<file path="src/rtl/nibble_serial_adder_ctrl_pkg.sv">
// ---------------------------------------------------------------------------
// nibble_serial_adder_ctrl_pkg
// Shared definitions for the nibble-serial add/sub controller:
//   - NIBBLE_W : width of one adder slice (4 bits)
//   - state_e  : controller FSM states
//   - idx_width: width of the nibble index register for a given nibble count
// ---------------------------------------------------------------------------
package nibble_serial_adder_ctrl_pkg;

    localparam int NIBBLE_W = 4;

    typedef enum logic [1:0] {
        IDLE = 2'd0,
        RUN  = 2'd1,
        DONE = 2'd2
    } state_e;

    // A single-nibble operand still needs a one-bit index register.
    function automatic int idx_width(input int nibbles);
        return (nibbles <= 2) ? 1 : $clog2(nibbles);
    endfunction

endpackage

</file>
<file path="src/rtl/nibble_serial_adder_ctrl_four_bit_adder.sv">
// ---------------------------------------------------------------------------
// FourBitAdder
// Plain 4-bit ripple-carry adder used as the shared datapath slice.
// Ports:
//   a, b  in  4  addends
//   cin   in  1  carry-in
//   sum   out 4  a + b + cin (low 4 bits)
//   cout  out 1  carry out of bit 3
// ---------------------------------------------------------------------------
module FourBitAdder
    import nibble_serial_adder_ctrl_pkg::*;
(
    input  logic [NIBBLE_W-1:0] a,
    input  logic [NIBBLE_W-1:0] b,
    input  logic                cin,
    output logic [NIBBLE_W-1:0] sum,
    output logic                cout
);

    logic [NIBBLE_W:0] carry;

    always_comb begin
        carry    = '0;
        sum      = '0;
        carry[0] = cin;
        for (int i = 0; i < NIBBLE_W; i++) begin
            sum[i]       = a[i] ^ b[i] ^ carry[i];
            carry[i + 1] = (a[i] & b[i]) | (carry[i] & (a[i] ^ b[i]));
        end
        cout = carry[NIBBLE_W];
    end

endmodule

</file>
<file path="src/rtl/nibble_serial_adder_ctrl.sv">
// ---------------------------------------------------------------------------
// nibble_serial_adder_ctrl
// Adds or subtracts two NIBBLES*4-bit operands one nibble per clock,
// least significant nibble first, through a single shared FourBitAdder.
// Ports:
//   clk    in  1  rising-edge clock
//   rst_n  in  1  asynchronous active-low reset
//   start  in  1  request; accepted only in IDLE or DONE
//   op_a   in  W  operand A (sampled on the accepting edge)
//   op_b   in  W  operand B (sampled on the accepting edge)
//   sub    in  1  0: A+B+cin, 1: A-B-cin
//   cin    in  1  carry-in / borrow-in
//   busy   out 1  high while the nibbles are being processed
//   done   out 1  one-cycle result-valid pulse
//   sum    out W  result, partial while busy
//   cout   out 1  final carry (for sub, 1 = no borrow)
//   ovf    out 1  two's-complement overflow of the W-bit result
// ---------------------------------------------------------------------------
module nibble_serial_adder_ctrl
    import nibble_serial_adder_ctrl_pkg::*;
#(
    parameter int NIBBLES = 4
) (
    input  logic                       clk,
    input  logic                       rst_n,
    input  logic                       start,
    input  logic [NIBBLE_W*NIBBLES-1:0] op_a,
    input  logic [NIBBLE_W*NIBBLES-1:0] op_b,
    input  logic                       sub,
    input  logic                       cin,
    output logic                       busy,
    output logic                       done,
    output logic [NIBBLE_W*NIBBLES-1:0] sum,
    output logic                       cout,
    output logic                       ovf
);

    localparam int W     = NIBBLE_W * NIBBLES;
    localparam int IDX_W = idx_width(NIBBLES);
    localparam logic [IDX_W-1:0] LAST_IDX = IDX_W'(NIBBLES - 1);

    if (NIBBLES < 1 || NIBBLES > 16) begin : g_bad_nibbles
        $error("nibble_serial_adder_ctrl: NIBBLES must be in 1..16");
    end

    state_e           state_q, state_d;
    logic [W-1:0]     a_q, a_d;
    logic [W-1:0]     b_q, b_d;
    logic             carry_q, carry_d;
    logic [IDX_W-1:0] idx_q, idx_d;
    logic [W-1:0]     sum_q, sum_d;
    logic             cout_q, cout_d;
    logic             ovf_q, ovf_d;

    logic [NIBBLE_W-1:0] add_x, add_y, add_s;
    logic                add_co;

    FourBitAdder u_adder (
        .a    (add_x),
        .b    (add_y),
        .cin  (carry_q),
        .sum  (add_s),
        .cout (add_co)
    );

    always_ff @(posedge clk or negedge rst_n) begin
        if (!rst_n) begin
            state_q <= IDLE;
            a_q     <= '0;
            b_q     <= '0;
            carry_q <= 1'b0;
            idx_q   <= '0;
            sum_q   <= '0;
            cout_q  <= 1'b0;
            ovf_q   <= 1'b0;
        end else begin
            state_q <= state_d;
            a_q     <= a_d;
            b_q     <= b_d;
            carry_q <= carry_d;
            idx_q   <= idx_d;
            sum_q   <= sum_d;
            cout_q  <= cout_d;
            ovf_q   <= ovf_d;
        end
    end

    always_comb begin
        state_d = state_q;
        a_d     = a_q;
        b_d     = b_q;
        carry_d = carry_q;
        idx_d   = idx_q;
        sum_d   = sum_q;
        cout_d  = cout_q;
        ovf_d   = ovf_q;
        add_x   = '0;
        add_y   = '0;

        // Constant-index mux keeps the nibble select free of out-of-range slices.
        for (int i = 0; i < NIBBLES; i++) begin
            if (idx_q == IDX_W'(i)) begin
                add_x = a_q[NIBBLE_W*i +: NIBBLE_W];
                add_y = b_q[NIBBLE_W*i +: NIBBLE_W];
            end
        end

        case (state_q)
            IDLE, DONE: begin
                if (start) begin
                    // Subtraction is A + ~B + ~cin, so the borrow-in inverts.
                    a_d     = op_a;
                    b_d     = sub ? ~op_b : op_b;
                    carry_d = cin ^ sub;
                    idx_d   = '0;
                    sum_d   = '0;
                    state_d = RUN;
                end else if (state_q == DONE) begin
                    state_d = IDLE;
                end
            end
            RUN: begin
                for (int i = 0; i < NIBBLES; i++) begin
                    if (idx_q == IDX_W'(i)) begin
                        sum_d[NIBBLE_W*i +: NIBBLE_W] = add_s;
                    end
                end
                carry_d = add_co;
                idx_d   = idx_q + 1'b1;
                if (idx_q == LAST_IDX) begin
                    // The last slice holds the sign bit of the result.
                    cout_d  = add_co;
                    ovf_d   = (a_q[W-1] == b_q[W-1]) && (add_s[NIBBLE_W-1] != a_q[W-1]);
                    idx_d   = '0;
                    state_d = DONE;
                end
            end
            default: begin
                state_d = IDLE;
            end
        endcase
    end

    assign busy = (state_q == RUN);
    assign done = (state_q == DONE);
    assign sum  = sum_q;
    assign cout = cout_q;
    assign ovf  = ovf_q;

endmodule

</file>
<file path="config.mk">
export PLATFORM = sky130hd
export DESIGN_NAME = nibble_serial_adder_ctrl
export DESIGN_NICKNAME = d
export VERILOG_FILES = /design/src/rtl/nibble_serial_adder_ctrl_pkg.sv /design/src/rtl/nibble_serial_adder_ctrl_four_bit_adder.sv /design/src/rtl/nibble_serial_adder_ctrl.sv
export SDC_FILE = /design/constraint.sdc
export NUM_CORES = 1
export LEC_CHECK = 0
export BUFFER_PORTS_ARGS = -buffer_cell sky130_fd_sc_hd__buf_2
export CAP_MARGIN = 20
export CORE_ASPECT_RATIO = 0.8
export CORE_UTILIZATION = 47
export DETAILED_ROUTE_END_ITERATION = 10
export PLACE_DENSITY = 0.77
export SETUP_SLACK_MARGIN = 0.05
export SLEW_MARGIN = 20
export SYNTH_ARGS = -nofsm -noshare
export SYNTH_HDL_FRONTEND = slang
export SYNTH_SLANG_ARGS = --single-unit
</file>
<file path="constraint.sdc">
create_clock -name clk -period 3.88 [get_ports clk]
set_input_delay 0.776 -clock clk [delete_from_list [all_inputs] [get_ports clk]]
set_output_delay 0.776 -clock clk [all_outputs]
set_load 0.01 [all_outputs]
</file>
# After elaboration in Yosys (flattened, before gate mapping)
# Index checks and enable logic that the tools add are counted.
[word_totals]
register_bits = 55
latch_bits = 0
ram_bits = 0
rom_bits = 0
out_inout_bits = 20
word_cells = 84
memories = 0
[classes]
addsub = 1
n_mul = 0
n_div = 0
n_lt_le_gt_ge = 0
eq_ne = 13
shifts = 0
muxes = 24
bitwise = 22
n_reduce_logical = 13
[ops]
columns = ["op", "n"]
rows = [
  ["$mux W4", 12],
  ["$mux W16", 2],
  ["$pmux W16 S2", 1],
  ["$not A16 Y16", 1],
  ["$reduce_and A3 Y1", 4],
  ["$mux W2", 5],
  ["$xor A1 B1 Y1", 9],
  ["$and A1 B1 Y1", 8],
  ["$ne A2 B1 Y1 const B", 4],
  ["$pmux W2 S2", 2],
  ["$reduce_and A2 Y1", 4],
  ["$eq A2 B2 Y1 const B", 3],
  ["$eq A2 B1 Y1 const B", 2],
  ["$logic_not A2 Y1", 2],
  ["$or A1 B1 Y1", 4],
  ["$ne A3 B3 Y1 const B", 1],
  ["$add A2 B1 Y2 const B", 1],
  ["$ne A2 B2 Y1 const B", 1],
  ["$pmux W1 S2", 1],
  ["$reduce_bool A2 Y1", 1],
  ["$reduce_or A2 Y1", 1],
  ["$eq A1 B1 Y1", 1],
  ["$logic_and A1 B1 Y1", 1],
  ["$mux W1", 1],
  ["$ne A1 B1 Y1", 1],
]

# Depth between registers and ports, before layout
[logic_depth]
word_depth = 15
mapped_depth = 15

# Modules after synthesis
# A second synthesis with hierarchy kept.
[hier_totals]
cells_unflattened = 247
area_unflattened_um2 = 2667.6
[modules_own_cells]
columns = ["module", "instances", "cells_per_inst", "area_per_inst_um2", "seq_area_each_um2"]
rows = [
  ["nibble_serial_adder_ctrl", 1, 233, 2549.9, 1376.3],
  ["FourBitAdder", 1, 14, 117.6, 0.0],
]

# Least setup slack after synthesis
# Ideal clock, no wire load.
[synth_path]
path_kind = "reg-to-reg"
start = "reg idx_q[0]"
end = "reg ovf_q (netlist: ovf)"
setup_ns = 0.135
arrival_ns = 3.186
t_required_ns = 3.745
setup_slack_ns = 0.559
stages_incl_launch_ff = 16
path_cell_list = "dfrtp_1 inv_1 ha_1 buf_2 clkbuf_1 a21oi_1 a22o_1 fa_1 inv_1 fa_1 inv_1 fa_1 fa_1 and3b_1 a21oi_1 o21ai_0"
[synth_between]
elab_chain_len = 15
word_cells_on_any_way = 29
[synth_rtl]
columns = ["item", "line_no", "text"]
rows = [
  ["from (decl)", "nibble_serial_adder_ctrl.sv:50", "logic [IDX_W-1:0] idx_q, idx_d;"],
  ["from (signal assigned)", "nibble_serial_adder_ctrl.sv:81", "idx_q <= idx_d;"],
  ["$logic_not A2 Y1", "nibble_serial_adder_ctrl.sv:102", "if (idx_q == IDX_W'(i)) begin"],
  ["$mux W4 (4 in a row)", "nibble_serial_adder_ctrl.sv:102", ""],
  ["$xor A1 B1 Y1", "nibble_serial_adder_ctrl_four_bit_adder.sv:28", "carry[i + 1] = (a[i] & b[i]) | (carry[i] & (a[i] ^ b[i]));"],
  ["$and A1 B1 Y1", "nibble_serial_adder_ctrl_four_bit_adder.sv:28", ""],
  ["$or A1 B1 Y1", "nibble_serial_adder_ctrl_four_bit_adder.sv:28", ""],
  ["$and A1 B1 Y1", "nibble_serial_adder_ctrl_four_bit_adder.sv:28", ""],
  ["$or A1 B1 Y1", "nibble_serial_adder_ctrl_four_bit_adder.sv:28", ""],
  ["$and A1 B1 Y1", "nibble_serial_adder_ctrl_four_bit_adder.sv:28", ""],
  ["$or A1 B1 Y1", "nibble_serial_adder_ctrl_four_bit_adder.sv:28", ""],
  ["$xor A1 B1 Y1", "nibble_serial_adder_ctrl_four_bit_adder.sv:27", "sum[i] = a[i] ^ b[i] ^ carry[i];"],
  ["$ne A1 B1 Y1", "nibble_serial_adder_ctrl.sv:133", "ovf_d = (a_q[W-1] == b_q[W-1]) && (add_s[NIBBLE_W-1] != a_q[W-1]);"],
  ["$logic_and A1 B1 Y1", "nibble_serial_adder_ctrl.sv:133", ""],
  ["to (signal assigned)", "nibble_serial_adder_ctrl.sv:84", "ovf_q <= ovf_d;"],
  ["to (decl)", "nibble_serial_adder_ctrl.sv:53", "logic ovf_q, ovf_d;"],
]
# Parallel ways exist; a longest one is shown, timed or not.
# A chain may end at the register's enable or synchronous reset.

# Worst setup path after layout
# Same ends and word-level chain as after synthesis.

==> results_dict.tcl <==
set metrics [dict create \
    status "finished clean" \
    setup_ws_ns 0.361 \
    cts_tree "yes" \
    cp_max_fo 17 \
    syn_avg_cell_area_sq_um 10.5 \
    dieArea_sq_um 5960 \
    clock-sinks 55 \
    max-cap-violations 0 \
    numCtsBuffers 5 \
    die_w_um 86.0 \
    final_area_sq_um 3080 \
    routed_wl_um 5270 \
    wl_per_cell_um 13.9 \
    setup_viol 0 \
    antenna_found_initial 0 \
    drive_gt1_share_pct 27.5 \
    endpoint_kind "flop" \
    p_leak_nw 1.50 \
    via_per_inst 5.02 \
    post_cts_resized 0 \
    grt_overflow_total 0 \
    row_count 24 \
    drc_errors 0 \
    drt_iter0_drc 103 \
    synth_cell_type_count 28 \
    final_nets 346 \
    rsz0062_at_grt "false" \
    max_slew_margin_pct 54.9 \
    ios 57 \
    timing.fmax_mhz 284 \
    clock_latency_ns 0.31 \
    critPathArrivalTime_ns 3.69 \
    syn_area_sq_um 2660 \
    yosysWarnings 0 \
    synth_cells 254 \
    path_clk_slew_ns 0.09 \
    worst_pin_slew_ns 0.677 \
    core_area_sq_um 5440 \
    placed_cell_area_sq_um 2950 \
    place.gp.congestion 0.799 \
    top_layer "met4" \
    clock-root-buffer "clkbuf_8" \
    syn_to_final_growth_pct 15.9 \
    required_ns 4.05 \
    ir_drop_mv 0.466 \
    min_path_type "primary input to asynchronous set/reset pin" \
    min_period_ns 3.52 \
    port_buffers 56 \
    n_antenna_cell 0 \
    start_util_pct 48.8 \
    ys_seq_area_share_pct 51.8 \
    dpl.hpwl_um 3820 \
    startpoint_type "flop" \
    fin_skew_ns 0.00758 \
    dp_slack_ns 0.399 \
    dr.pass1.iters 4 \
    ctsHtreeMaxLevel 2 \
    track_usage_pct 19.1 \
    ant_nets 0 \
    final_hold_viol_count 0 \
    synth_nets 299 \
    grt_pass1_vias 1799 \
    vias 1907 \
    hold_slack_ns 0.449 \
    grt_max_degree 68 \
    dr_wl_met2_um 2330 \
    grt_pass1_wl_um 8830 \
    drv_slew 0 \
    period_share_pct 90.7 \
    post_cts_buffers 0 \
    ys_ff_latch 55 \
    tns_ns 0 \
    cts_hold_buf 0 \
    power_density_nw_per_um2 887 \
    die_h_um 69.2 \
    met3_length_um 237 \
    cts.path.max_buffers 2 \
    met1Wirelength_um 2640 \
    path_class "flop to flop" \
    nFillCells 471 \
]
-- report_power, final --
group | internal, mW | switching, mW
logic | 0.531 | 0.770
registers | 0.831 | 0.164
clock network | 0.258 | 0.178
-- through the flow --
stage	power, mW	util [%]	cells
2_1_floorplan	1.91	-	254
3_3_place_gp	2.24	54.2	372
3_5_place_dp	2.30	54.2	372
4_1_cts	2.74	56.6	380
5_1_grt	2.98	56.6	380
6_report	2.73	56.6	380
-- per-layer routing --
metal,vias up,global-route usage (%)
li1,948,-
met1,890,28.9
met2,61,28.1
met3,8,4.05
met4,0,5.19
met5,-,0
-- worst max-delay path, stage by stage, from the launching register on --
cell and delay [ns]:
dfrtp_1 0.43, inv_1 0.11, ha_1 0.51, a21oi_1 0.14
a22o_1 0.24, fa_1 0.38, inv_1 0.08, fa_1 0.15
inv_1 0.05, fa_1 0.39, fa_1 0.54, and3b_1 0.19
a21oi_1 0.11, o21ai_0 0.08
-- worst paths after layout --
path | endpoint | slack (ns) | startpoint | cells after the start
worst max-delay path | ovf | 0.36 | idx_q[0] | 13
worst min-delay path | a_q[14] | 0.45 | rst_n | 1
worst max register to register | ovf | 0.36 | idx_q[0] | 13
worst min register to register | b_q[5] | 0.50 | b_q[5] | 2
max in group asynchronous | b_q[13] | 2.63 | rst_n | 2
min in group clk | b_q[5] | 0.50 | b_q[5] | 2
-- synthesized netlist by cell type, drive strengths merged --
master,instances,area share [%]
nor2b,1,0.24
xor2,4,1.3
nor2,6,0.85
ha,4,1.9
and2,1,0.33
mux2,17,7.2
xnor2,13,4.3
nor3,1,0.19
a21oi,21,4.0
nand3b,4,1.1
and3b,1,0.33
nand2b,2,0.75
dfrtp,55,52
o21ai,38,7.2
nand2,21,3.0
inv,17,2.4
a22oi,2,0.57
fa,4,3.0
a22o,7,2.3
a221o,1,0.38
buf,13,3.0
a21o,1,0.28
nand3,16,3.0
clkbuf,4,0.57
-- cells in the final DEF, fill, tap and decap left out, types with 2 or more instances in the layout --
cell | synthesis | final
o21ai_0 | 38 | 38
clkbuf_8 | 0 | 5
a21oi_1 | 21 | 21
nor2_1 | 6 | 6
a22oi_1 | 2 | 2
dfrtp_1 | 55 | 55
ha_1 | 4 | 4
xnor2_1 | 13 | 13
a22o_1 | 7 | 7
mux2_2 | 17 | 17
nand2_1 | 21 | 21
fa_1 | 4 | 4
bufinv_16 | 0 | 2
nand3_1 | 16 | 16
xor2_1 | 4 | 4
buf_2 | 7 | 56
nand3b_1 | 4 | 4
inv_1 | 17 | 17
-- layout make-up --
cell class	instances	area (sq um)	area share, %
well taps	78	97.6	3.17
multi-input cells	165	1120	36.4
clock inverters	2	60.1	1.95
flip-flops and latches	55	1380	44.7
inverters	17	63.8	2.07
clock buffers	6	72.6	2.36
repair buffers	57	288	9.35
-- flip-flops by register name, summed over array words and instances (netlist names) --
| signal | flops |
|---|---|
| a_q | 16 |
| b_q | 16 |
| carry_q | 1 |
| cout | 1 |
| idx_q | 2 |
| ovf | 1 |
| state_q | 2 |
| sum | 16 |
-- cells by family after synthesis --
group / count (synthesis) / share of synthesized area, %
AND/OR/NAND/NOR: 53 / 9.80
flip-flops: 55 / 51.8
multiplexers: 17 / 7.21
AO/OA/AOI/OAI: 70 / 14.7
XOR/XNOR: 17 / 5.61
adder cells (fa/ha/maj): 8 / 4.90
buffers and inverters: 34 / 5.98
Note: power is estimated with default switching activity, not from simulation.
